$ cat config.mk
export PLATFORM = sky130hd
export DESIGN_NAME = pc_seq_ysyx_flat
export DESIGN_NICKNAME = d
export VERILOG_FILES = /design/src/rtl/pc_seq_ysyx_if.sv /design/src/rtl/pc_seq_ysyx.sv /design/src/flat_wrapper.sv
export SDC_FILE = /design/constraint.sdc
export NUM_CORES = 1
export LEC_CHECK = 0
export CORE_ASPECT_RATIO = 0.75
export CORE_UTILIZATION = 25
export DETAILED_ROUTE_END_ITERATION = 8
export HOLD_SLACK_MARGIN = 0.05
export PLACE_DENSITY = 0.73
export SLEW_MARGIN = 20
export SYNTH_ARGS = -nofsm -noshare
export SYNTH_HDL_FRONTEND = slang
export SYNTH_SLANG_ARGS = --single-unit
$ cat constraint.sdc
create_clock -name clk -period 1.7 [get_ports clk]
set_input_delay 0.51 -clock clk [delete_from_list [all_inputs] [get_ports clk]]
set_output_delay 0.51 -clock clk [all_outputs]
set_load 0.005 [all_outputs]
$ cat src/rtl/pc_seq_ysyx_if.sv
// IFU request/response bundle between the sequencer and instruction memory.
// master: sequencer side, slave: IFU side.
interface pc_seq_ysyx_if;
   logic        ifu_req_valid;
   logic [31:0] ifu_req_addr;
   logic        ifu_req_ready;
   logic        ifu_resp_valid;
   logic [31:0] ifu_resp_inst;
   logic        ifu_resp_err;

   modport master (
      output ifu_req_valid,
      output ifu_req_addr,
      input  ifu_req_ready,
      input  ifu_resp_valid,
      input  ifu_resp_inst,
      input  ifu_resp_err
   );

   modport slave (
      input  ifu_req_valid,
      input  ifu_req_addr,
      output ifu_req_ready,
      output ifu_resp_valid,
      output ifu_resp_inst,
      output ifu_resp_err
   );
endinterface

$ cat src/rtl/pc_seq_ysyx.sv
// PC sequencer: fetch/wait/exec control loop, sole writer of the PC.
// Define PC_SEQ_PERF_EN to build the cycle / retired-instruction counters.
module pc_seq_ysyx #(
   parameter logic [31:0] RESET_PC = 32'h8000_0000
) (
   input  logic              clk,
   input  logic              rst,
   pc_seq_ysyx_if.master     ifu,
   output logic [31:0]       pc,
   output logic [31:0]       inst,
   output logic              exu_start,
   input  logic              exu_done,
   input  logic [31:0]       npc,
   input  logic              trap,
   input  logic [31:0]       trap_pc,
   input  logic              halt,
   output logic              commit,
   output logic              fault,
   output logic              halted,
   output logic [31:0]       cyc_cnt,
   output logic [31:0]       inst_cnt
);

   typedef enum logic [2:0] {
      ST_RESET,
      ST_FETCH,
      ST_WAIT,
      ST_EXEC,
      ST_HALT
   } state_t;

   state_t      state_q, state_d;
   logic [31:0] pc_q, pc_d;
   logic [31:0] inst_q, inst_d;
   logic        started_q;
   logic        req_valid;
   logic        start;
   logic        retire;

   always_ff @(posedge clk) begin
      if (rst) begin
         state_q   <= ST_RESET;
         pc_q      <= RESET_PC;
         inst_q    <= '0;
         started_q <= 1'b0;
      end else begin
         state_q   <= state_d;
         pc_q      <= pc_d;
         inst_q    <= inst_d;
         started_q <= (state_q == ST_EXEC);
      end
   end

   always_comb begin
      state_d   = state_q;
      pc_d      = pc_q;
      inst_d    = inst_q;
      req_valid = 1'b0;
      start     = 1'b0;
      commit    = 1'b0;
      fault     = 1'b0;
      retire    = 1'b0;
      halted    = 1'b0;
      unique case (state_q)
         ST_RESET: state_d = ST_FETCH;
         ST_FETCH: begin
            req_valid = 1'b1;
            if (ifu.ifu_req_ready) state_d = ST_WAIT;
         end
         ST_WAIT: begin
            if (ifu.ifu_resp_valid) begin
               if (ifu.ifu_resp_err) begin
                  pc_d    = trap_pc;
                  commit  = 1'b1;
                  fault   = 1'b1;
                  state_d = ST_FETCH;
               end else begin
                  inst_d  = ifu.ifu_resp_inst;
                  state_d = ST_EXEC;
               end
            end
         end
         ST_EXEC: begin
            start = !started_q;
            // halt beats trap beats misaligned npc beats normal retire
            if (exu_done) begin
               if (halt) begin
                  state_d = ST_HALT;
               end else if (trap) begin
                  pc_d    = trap_pc;
                  commit  = 1'b1;
                  state_d = ST_FETCH;
               end else if (npc[1:0] != 2'b00) begin
                  pc_d    = trap_pc;
                  commit  = 1'b1;
                  fault   = 1'b1;
                  state_d = ST_FETCH;
               end else begin
                  pc_d    = npc;
                  commit  = 1'b1;
                  retire  = 1'b1;
                  state_d = ST_FETCH;
               end
            end
         end
         ST_HALT: halted = 1'b1;
         default: state_d = ST_RESET;
      endcase
   end

   assign pc                = pc_q;
   assign inst              = inst_q;
   assign exu_start         = start;
   assign ifu.ifu_req_valid = req_valid;
   assign ifu.ifu_req_addr  = pc_q;

`ifdef PC_SEQ_PERF_EN
   logic [31:0] cyc_q;
   logic [31:0] icnt_q;

   always_ff @(posedge clk) begin
      if (rst) begin
         cyc_q  <= '0;
         icnt_q <= '0;
      end else begin
         if (state_q != ST_RESET && state_q != ST_HALT)
            cyc_q <= cyc_q + 32'd1;
         if (retire)
            icnt_q <= icnt_q + 32'd1;
      end
   end

   assign cyc_cnt  = cyc_q;
   assign inst_cnt = icnt_q;
`else
   logic unused_retire;
   assign unused_retire = retire;
   assign cyc_cnt       = '0;
   assign inst_cnt      = '0;
`endif

endmodule

$ cat src/flat_wrapper.sv
// flat-port wrapper written by rule: the top's interface ports become plain ports
module pc_seq_ysyx_flat 
#(
   parameter logic [31:0] RESET_PC = 32'h8000_0000
)
  (clk, rst, pc, inst, exu_start, exu_done, npc, trap, trap_pc, halt, commit, fault, halted, cyc_cnt, inst_cnt, ifu_ifu_req_valid, ifu_ifu_req_addr, ifu_ifu_req_ready, ifu_ifu_resp_valid, ifu_ifu_resp_inst, ifu_ifu_resp_err);
  pc_seq_ysyx_if ifu_i ();
  input  logic clk;
  input  logic rst;
  output logic [31:0] pc;
  output logic [31:0] inst;
  output logic exu_start;
  input  logic exu_done;
  input  logic [31:0] npc;
  input  logic trap;
  input  logic [31:0] trap_pc;
  input  logic halt;
  output logic commit;
  output logic fault;
  output logic halted;
  output logic [31:0] cyc_cnt;
  output logic [31:0] inst_cnt;
  output wire logic [$bits(ifu_i.ifu_req_valid)-1:0] ifu_ifu_req_valid;
  output wire logic [$bits(ifu_i.ifu_req_addr)-1:0] ifu_ifu_req_addr;
  input wire logic [$bits(ifu_i.ifu_req_ready)-1:0] ifu_ifu_req_ready;
  input wire logic [$bits(ifu_i.ifu_resp_valid)-1:0] ifu_ifu_resp_valid;
  input wire logic [$bits(ifu_i.ifu_resp_inst)-1:0] ifu_ifu_resp_inst;
  input wire logic [$bits(ifu_i.ifu_resp_err)-1:0] ifu_ifu_resp_err;
  assign ifu_ifu_req_valid = ifu_i.ifu_req_valid;
  assign ifu_ifu_req_addr = ifu_i.ifu_req_addr;
  assign ifu_i.ifu_req_ready = ifu_ifu_req_ready;
  assign ifu_i.ifu_resp_valid = ifu_ifu_resp_valid;
  assign ifu_i.ifu_resp_inst = ifu_ifu_resp_inst;
  assign ifu_i.ifu_resp_err = ifu_ifu_resp_err;
  pc_seq_ysyx #(.RESET_PC(RESET_PC)) u_core (.clk(clk), .rst(rst), .ifu(ifu_i), .pc(pc), .inst(inst), .exu_start(exu_start), .exu_done(exu_done), .npc(npc), .trap(trap), .trap_pc(trap_pc), .halt(halt), .commit(commit), .fault(fault), .halted(halted), .cyc_cnt(cyc_cnt), .inst_cnt(inst_cnt));
endmodule
==> metrics.md <==
| Metric | Value |
|---|---|
| Outcome | `finished, violations left` |
| Failing checks | `DRC, setup timing` |
| Logic gate share of total power | `23.5%` |
| Crit. End Element | `output pin` |
| Util after Layout | `a little under half` |
| Final hold violations | `0` |
| Die Wd | `~140 um` |
| Hold Path Cell Cnt | `2` |
| Worst path depth | `5` |
| Worst VDD drop | `0.559 mV` |
| Synth unique cells | `27` |
| Leak | `0.00354 uW` |
| Mean Syn Cell Area | `8.27 um^2` |
| Pwr per Cell Area | `870 mW/mm^2` |
| Hpwl dp | `7350 um` |
| Setup TNS | `-0.527 ns` |
| Io pins | `269` |
| DR DRC count | `26` |
| Crit Path Category | `reg2out` |
| Max clock buf depth | `2` |
| Sequential Power Share | `a little over a third` |
| Final net count | `721` |
| Clk slew on worst S/H paths | `0.06 ns` |
| Setup ws final | `-0.189 ns` |
| Antenna viol nets, final | `0` |
| CTS tree | `built` |
| Warnings, synthesis | `0` |
| Routed via count | `3,224` |
| Layout area overhead | `73.6%` |
| Max Fanout on Critical Path | `8` |
| Max stage delay cell, worst path | `dfxtp_4` |
| Yosys top cell area share | `between 30% and 40%` |
| DRT Pass-1 Iters | `8` |
| Root Driver | `clkbuf_16` |
| Synth Flop Type | `dfxtp_1` |
| DR iter-0 viols | `112` |
| Design area | `0.00606 mm^2` |
| WP data required | `1.19 ns` |
| Sw power | `1280 uW` |
| Core Footprint | `around 0.013 mm^2` |
| Initial Util | `about a quarter` |
| Setup crit start kind | `flop` |
| Synthesized cell area | `0.00349 mm^2` |
| Height of the die | `roughly 100 um` |
| Vias in the first global route | `between 2,000 and 3,000` |
| Largest net degree at the start of global routing | `63` |
| Routed WL | `11,000 um` |
| Post-synth top cells | `buf_4, a21oi_1, dfxtp_1` |
| Sw Ratio | `24.3%` |
| DP Area | `roughly 0.0053 mm^2` |
| CTS sink cnt | `68` |
| Vias per cell | `approximately 4.1` |
| Routed WL per cell | `roughly 14 um` |
| Worst stage delay on the critical path | `0.37 ns` |
| CP arrival | `1.38 ns` |
| Asr flop ratio synth | `0%` |
| Power share of the clock group | `about two fifths` |
| Layout cells sized above 1 | `17.0%` |
| Buffering stage count on the worst path with inverters included | `2` |
| RSZ-0062 raised after global routing | `true` |
| IO buf count | `~200` |
| Final period utilization | `111%` |
| Hold-fix buffers, CTS | `0` |
| Final count of pins violating max slew | `0` |
| Post-synthesis cell count | `422` |
| Placed cells | `approximately 760` |
| Die Footprint | `0.0144 mm^2` |
| CTS Buf Count | `9` |
| FP Rows | `36` |
| Antenna violations before repair | `0` |
| Delay-heaviest family, CP | `flip-flops` |
| Clock Latency Late Sink | `0.33 ns` |
| Hold crit path type | `reg2reg` |
| Inserted Diodes | `0` |
| Number of synthesized flops with an enable pin | `0` |
| R2R depth | `8` |
| RePlAce Congestion | `0.760` |
| Cell taking the most area after synthesis | `dfxtp_1` |
| Int Power | `~4000 uW` |
| Max Fclk | `529 MHz` |
| Setup Skew | `0.00581 ns` |
| Cell Count, Final, Fillers Out | `793` |
| Final critical-path required period | `1.89 ns` |
| First-pass GRT wire length | `15,900 um` |
| FF+latch count, synth | `68` |
| H-tree depth | `3` |
| Total grt overflow | `0` |
| Count leader, synth | `buf_4` |
| GRT Overall Usage | `13.9%` |
| # setup viols final | `7` |
| Hold WS | `0.448 ns` |
| Register area share after synthesis | `between 30% and 40%` |
| Worst-path cell chain | `nand3b_1 -> a21o_1 -> buf_6 -> nor2_1 -> buf_2` |
| Top post-synthesis cells by area | `dfxtp_1, buf_4, a21oi_1, mux2i_1, nand2_1` |
| Max-cap violation count | `0` |
-- flip-flops by register name, summed over array words and instances, names as in the netlist --
signal	cells
u_core.started_q	1
u_core.state_q	3
u_core.inst	32
u_core.ifu.ifu_req_addr	32
-- stage by stage --
step	power (uW)	setup WS, ns
6_report	5270	-0.189
3_3_place_gp	3060	-0.852
4_1_cts	5320	-0.194
5_1_grt	5540	-0.236
2_1_floorplan	2460	0.0811
3_5_place_dp	3060	-0.845
-- repair_timing --
| action | 4_1_cts | 5_1_grt |
|---|---|---|
| pin swaps | 5 | 28 |
| resized for setup | 98 | 76 |
| setup buffers | 6 | 7 |
| setup endpoints to repair | 132 | 91 |
| gates cloned | 0 | 3 |
-- final timing paths --
path	from	end	slack [ns]
worst max-delay path	u_core.state_q[0]	fault	-0.19
worst min-delay path	u_core.inst[31]	u_core.inst[31]	0.45
worst max register to register	u_core.state_q[0]	u_core.ifu.ifu_req_addr[8]	-0.02
worst min register to register	u_core.inst[31]	u_core.inst[31]	0.45
-- cells by family (layout without fill, tap and decap cells) --
group           Yosys count  in the layout  share of synthesized area, %
compound gates          102            102                          14.7
buf+inv                 125            262                          25.5
flops                    68             68                          39.0
mux                      31             31                          8.89
other cells               1             64                         0.107
simple gates             95             95                          11.8
-- metal layers --
metal / GRT usage [%] / up-vias / routed length, um
li1: - / 1637 / -
met3: 4.14 / 8 / 553
met1: 17.8 / 1478 / 5020
met5: 0 / - / 0
met2: 22.3 / 101 / 5280
met4: 4.09 / 0 / 111
-- cells in the final DEF, fill, tap and decap left out, types with 11 or more instances in the layout --
master	instances
nand2_1	67
dfxtp_1	34
buf_4	25
conb_1	64
dlygate4sd2_1	31
clkbuf_16	11
dfxtp_2	31
o21ai_0	28
clkdlybuf4s50_1	114
dlymetal6s2s_1	52
mux2i_1	26
a21oi_1	69
-- worst reg2reg max path, stage by stage, from the launching register on --
cell and delay, ns:
dfxtp_4 0.37, buf_4 0.14, buf_6 0.13, and3b_2 0.22, nand3b_1 0.10, buf_6 0.15, clkbuf_16 0.19, mux2i_4 0.24
a21oi_1 0.08
-- area by class of cell --
type / instances / area (um^2)
Clock buffer: 12 / 256
Tap cell: 171 / 214
Fill cell: 1325 / 7230
Timing Repair Buffer: 242 / 2520
Inverter: 4 / 22.5
Sequential cell: 68 / 1410
Multi-Input combinational cell: 292 / 1540
Clock inverter: 4 / 95.1
-- power groups by stage --
stage / logic [uW] / clock network (uW) / registers [uW]
final: 1240 / 2200 / 1840
after global routing: 1350 / 2340 / 1860
after CTS: 1200 / 2270 / 1840
after detailed placement: 1200 / 0 / 1860
after global placement: 1200 / 0 / 1850
after floorplan: 611 / 0 / 1850
No activity file was read; power rests on OpenSTA's default activity.
